<file path="src/rtl/queue_msg_reader.sv">
// -----------------------------------------------------------------------------
// queue_msg_reader
//
// Drains a first-word-fall-through queue of 32-bit words, frames them into
// messages using a length field carried in each header word, and presents the
// words on a registered valid/ready stream with start/end-of-message markers.
//
// Ports:
//   clk        - single clock, rising edge
//   rst_n      - asynchronous active-low reset
//   q_dout     - queue head word, valid while q_empty is low
//   q_empty    - queue empty flag
//   q_rd_en    - pop strobe for the queue head (combinational)
//   en         - permits starting a new message; sampled only at a header
//   m_data     - output beat data
//   m_valid    - output beat valid
//   m_ready    - downstream accepts the beat when valid & ready
//   m_sop      - beat is a header word
//   m_eop      - beat is the last word of its message
//   busy       - a message is partially popped (payload words outstanding)
//   msg_count  - completed messages (statistics build only, else 0)
//   word_count - words popped (statistics build only, else 0)
//
// Build option:
//   QUEUE_MSG_READER_STATS_EN - when defined, the wrapping 16-bit message and
//   word counters are built; when undefined both count outputs are tied to 0.
// -----------------------------------------------------------------------------
module queue_msg_reader #(
    parameter int LEN_LSB = 20,
    parameter int LEN_W   = 6
) (
    input  logic        clk,
    input  logic        rst_n,
    input  logic [31:0] q_dout,
    input  logic        q_empty,
    output logic        q_rd_en,
    input  logic        en,
    output logic [31:0] m_data,
    output logic        m_valid,
    input  logic        m_ready,
    output logic        m_sop,
    output logic        m_eop,
    output logic        busy,
    output logic [15:0] msg_count,
    output logic [15:0] word_count
);

    typedef enum logic {
        ST_HDR     = 1'b0,
        ST_PAYLOAD = 1'b1
    } state_e;

    state_e             state_q;
    logic [LEN_W-1:0]   rem_q;
    logic [31:0]        m_data_q;
    logic               m_valid_q;
    logic               m_sop_q;
    logic               m_eop_q;

    logic               slot_free;
    logic [LEN_W-1:0]   hdr_len;
    logic               pop_eop;

    // The output register can take a new word when it is empty or its current
    // beat is being accepted in this same cycle.
    assign slot_free = !m_valid_q || m_ready;
    assign hdr_len   = q_dout[LEN_LSB +: LEN_W];

    // A popped word ends its message if it is a zero-length header or the last
    // outstanding payload word.
    assign pop_eop   = (state_q == ST_HDR) ? (hdr_len == '0) : (rem_q == LEN_W'(1));

    // en only gates the start of a message; payload drains regardless.
    assign q_rd_en   = !q_empty && slot_free && ((state_q == ST_PAYLOAD) || en);

    // NOTE: state and output registers use non-blocking assignments so every
    // flop samples pre-edge values; blocking here would create ordering races.
    always_ff @(posedge clk or negedge rst_n) begin
        if (!rst_n) begin
            state_q   <= ST_HDR;
            rem_q     <= '0;
            m_data_q  <= '0;
            m_valid_q <= 1'b0;
            m_sop_q   <= 1'b0;
            m_eop_q   <= 1'b0;
        end else if (q_rd_en) begin
            m_data_q  <= q_dout;
            m_valid_q <= 1'b1;
            m_eop_q   <= pop_eop;
            if (state_q == ST_HDR) begin
                m_sop_q <= 1'b1;
                if (hdr_len != '0) begin
                    rem_q   <= hdr_len;
                    state_q <= ST_PAYLOAD;
                end
            end else begin
                m_sop_q <= 1'b0;
                rem_q   <= rem_q - LEN_W'(1);
                if (rem_q == LEN_W'(1)) begin
                    state_q <= ST_HDR;
                end
            end
        end else if (m_ready) begin
            // Beat accepted with nothing to replace it: register drains.
            m_valid_q <= 1'b0;
        end
    end

    assign m_data  = m_data_q;
    assign m_valid = m_valid_q;
    assign m_sop   = m_sop_q;
    assign m_eop   = m_eop_q;
    // Single-bit state encoding, so busy is driven straight from a flop.
    assign busy    = (state_q == ST_PAYLOAD);

`ifdef QUEUE_MSG_READER_STATS_EN
    logic [15:0] msg_count_q, msg_count_d;
    logic [15:0] word_count_q, word_count_d;

    // NOTE: every signal assigned in always_comb gets a default first, so no
    // path leaves it unassigned and no latch is inferred.
    always_comb begin
        msg_count_d  = msg_count_q;
        word_count_d = word_count_q;
        if (q_rd_en) begin
            word_count_d = word_count_q + 16'd1;
            if (pop_eop) begin
                msg_count_d = msg_count_q + 16'd1;
            end
        end
    end

    always_ff @(posedge clk or negedge rst_n) begin
        if (!rst_n) begin
            msg_count_q  <= '0;
            word_count_q <= '0;
        end else begin
            msg_count_q  <= msg_count_d;
            word_count_q <= word_count_d;
        end
    end

    assign msg_count  = msg_count_q;
    assign word_count = word_count_q;
`else
    assign msg_count  = '0;
    assign word_count = '0;
`endif

endmodule

</file>
<file path="config.mk">
export PLATFORM = sky130hd
export DESIGN_NAME = queue_msg_reader
export DESIGN_NICKNAME = d
export VERILOG_FILES = /design/src/rtl/queue_msg_reader.sv
export SDC_FILE = /design/constraint.sdc
export NUM_CORES = 1
export LEC_CHECK = 0
export ABC_AREA = 1
export BUFFER_PORTS_ARGS = -buffer_cell sky130_fd_sc_hd__buf_4
export CORE_MARGIN = 1
export CORE_UTILIZATION = 45
export CTS_CLUSTER_SIZE = 16
export DETAILED_ROUTE_END_ITERATION = 10
export PLACE_DENSITY = 0.8
export SLEW_MARGIN = 5
export SYNTH_ARGS = -nofsm -noshare
export SYNTH_HDL_FRONTEND = slang
export SYNTH_SLANG_ARGS = --single-unit
</file>
<file path="constraint.sdc">
create_clock -name clk -period 1.3 [get_ports clk]
set_input_delay 0.26 -clock clk [delete_from_list [all_inputs] [get_ports clk]]
set_output_delay 0.26 -clock clk [all_outputs]
set_load 0.005 [all_outputs]
</file>
==> reports/metrics.yaml <==
status: "finished, violations left"
violations: "setup timing"
gp_congestion: 0.831
worst_hold_path.endpoint: "m_data[17]"
h-tree-depth: 2
cts_tree: "built"
final_area_sq_mm: 0.00270
detail_route.wl_per_cell_microns: 10.9
die_area_sq_mm: 0.00481
sw_frac_of_total: 0.332
ff2ff_setup_slack_ns: 0.01
fmax_mhz: 762
fp.dieW_microns: 69.3
internal_power_uw: 2910
antenna_found_initial: 0
p_clk_frac: 0.179
row_count: 24
grt_max_degree: 43
fin_util: 0.621
yosysMostFrequentCell: "nand2_1"
ios: 106
min_path_cells: 3
arrival_ns: 1.05
vias: 1731
dpl_cell_area_sq_mm: 0.00256
dr.pass1.iters: 4
slew_headroom: 0.648
worst_slew_pin_slew_ns: 0.528
holdWs_ns: 0.168
drive_gt1_frac: 0.279
min_from: "q_dout[17]"
area_delta_synth_final_pct: 32.6
yosys-top-cells-count: "117 x nand2_1, 42 x dfrtp_1, 33 x buf_4"
cpPeakStageDelay_ns: 0.41
rsz0062_at_grt: "yes"
pwr_density_cell_mw_per_mm2: 1610
r2r-end: "rem_q[4]"
cts_made_buffers: 5
start_util: 0.468
min_period_over_period: 1.01
wl_mm: 4.19
drv_slew: 0
synth.cell_area_sq_mm: 0.00204
port_buffers: 73
dr.first_iter.drc_count: 94
path_clk_slew_ns: 0.08
seq_area_frac_synth: 0.515
vdd_drop_max_mv: 0.939
ys_warn_count: 0
grt_first_pass_wirelength_mm: 7.04
drv_cap: 0
fin_skew_ns: 0.00495
required_ns: 1.04
ys_types: 20
cellLeakagePower_uw: 0.00156
finalWorstSetupSlack_ns: -0.0132
synth_area_per_cell_sq_um: 8.13
crit_path_end_kind: "primary output"
p_comb_frac: 0.372
clkSinkCount: 42
synth_edf_count: 0
reg2regPathDepth: 8
synth_top_flop_cell: "dfrtp_1"
gr-usage-all-layers: 0.181
period_needed_ns: 1.31
postSynthCellCount: 251
clock_latency_ns: 0.28
vias_per_cell: 4.50
ys_ff_latch: 42
synthTopCellsByArea: "dfrtp_1 52%, nand2_1 22%, buf_4 12%"
grt_overflow: 0
die_y_microns: 69.3
crit_type: "flip-flop to primary output"
hold_path.class: "input pin to flip-flop"
root_buffer: "clkbuf_8"
crit_chain: "o21bai_2 -> nor2_4 -> buf_6"
clock_path_buffers: 2
crit_start: "busy"
yosysTopAreaCellShare: 0.515
drc_errors: 0
cp_max_fo: 3
grt_pass1_vias: 1569
power.switching_uw: 1450
synthArstFlopShare: 1.00
regToRegStartpoint: "busy"
synth_largest_area_cell: "dfrtp_1"
antenna_left: 0
hpwl_mm: 3.06
start_kind: "flip-flop"
seqPwrFrac: 0.449
hold_viol: 0
nNetsFinal: 372
antenna_cells: 0
setup_viol: 1
slowest_stage: "dfrtp_1"
pre_cts_ws_ns: 0.00304
core_area_sq_mm: 0.00435
## per-layer routing
metal  vias to the layer above  GRT usage  wire length (microns)
met5                         -          0                      0
met4                         0     0.0408                     14
met3                         2     0.0567                    260
met2                        62      0.298                   2070
met1                       809      0.236                   1850
li1                        858          -                      -
## per-stage QoR
step,setup TNS [ns],power (uW),instances
final,-0.0132,4350,385
after global routing,-0.903,4710,385
after CTS,-0.0263,4360,384
after detailed placement,0,3550,375
after global placement,0,3510,375
after floorplan,0,2780,282
## cells by family (layout without fill, tap and decap cells)
family,count (synthesis),after routing,synth area share
AOI/OAI and AO/OA,16,16,0.0423
xor gates and xnor gates,2,2,0.00859
adders and majority gates,2,2,0.0123
buffers and inverters,52,103,0.160
DFF,42,42,0.515
other,1,32,0.00184
and+or+nand+nor,136,136,0.260
## layout by cell type (no fill, tap or decap), drive strengths merged
| cell type | netlist | layout |
|---|---|---|
| nand2 | 118 | 118 |
| buf | 39 | 82 |
| dfrtp | 42 | 42 |
| conb | 1 | 32 |
| o21ai | 14 | 14 |
| inv | 12 | 12 |
| nor2 | 12 | 12 |
| clkbuf | 1 | 7 |
| nand3 | 5 | 5 |
| ha | 2 | 2 |
| o21bai | 1 | 1 |
| xor2 | 1 | 1 |
| a21oi | 1 | 1 |
| xnor2 | 1 | 1 |
| nand4 | 1 | 1 |
| clkinvlp | 0 | 1 |
| dlygate4sd3 | 0 | 1 |
## state kept, by name, indices dropped and copies added (netlist names)
| register | flops |
|---|---|
| rem_q | 6 |
| m_valid | 1 |
| m_sop | 1 |
| busy | 1 |
| m_eop | 1 |
| m_data | 32 |
## cell type report
class / instances / area [sq um]
flip-flops and latches: 42 / 1050
fillers: 394 / 1650
inverters: 12 / 50.0
clock buffers: 6 / 72.6
multi-input cells: 188 / 778
clock inverters: 1 / 7.51
well taps: 52 / 65.1
repair buffers: 84 / 679
## worst max path at each step
stage                     slack, ns         to
after floorplan                0.16   rem_q[4]
after global placement         0.06  m_data[9]
after detailed placement      0.003   rem_q[4]
after CTS                     -0.02    q_rd_en
after global routing          -0.08   rem_q[3]
final                         -0.01    q_rd_en
## power by group through the flow
stage	combinational [uW]	clock [uW]	sequential, uW
floorplan	821	0	1960
global placement	1540	0	1970
detailed placement	1580	0	1970
CTS	1590	817	1960
global route	1840	862	2010
finish	1620	779	1950
## worst max-delay path, delay by kind of cell (launching register included)
family,cells,cell delay [ns]
buffers and inverters,1,0.11
and+or+nand+nor,1,0.05
DFF,1,0.41
AOI/OAI and AO/OA,1,0.20
## what timing repair did
| item | CTS | global route |
|---|---|---|
| hold buffers | 1 | 0 |
| gates resized for setup | 2 | 4 |
| pin swaps | 2 | 2 |
| cloned | 0 | 1 |
| buffers inserted | 1 | 0 |
| endpoints found under the hold margin | 42 | 0 |
| setup endpoints to repair | 1 | 32 |
Note: power is estimated with default switching activity, not from simulation.
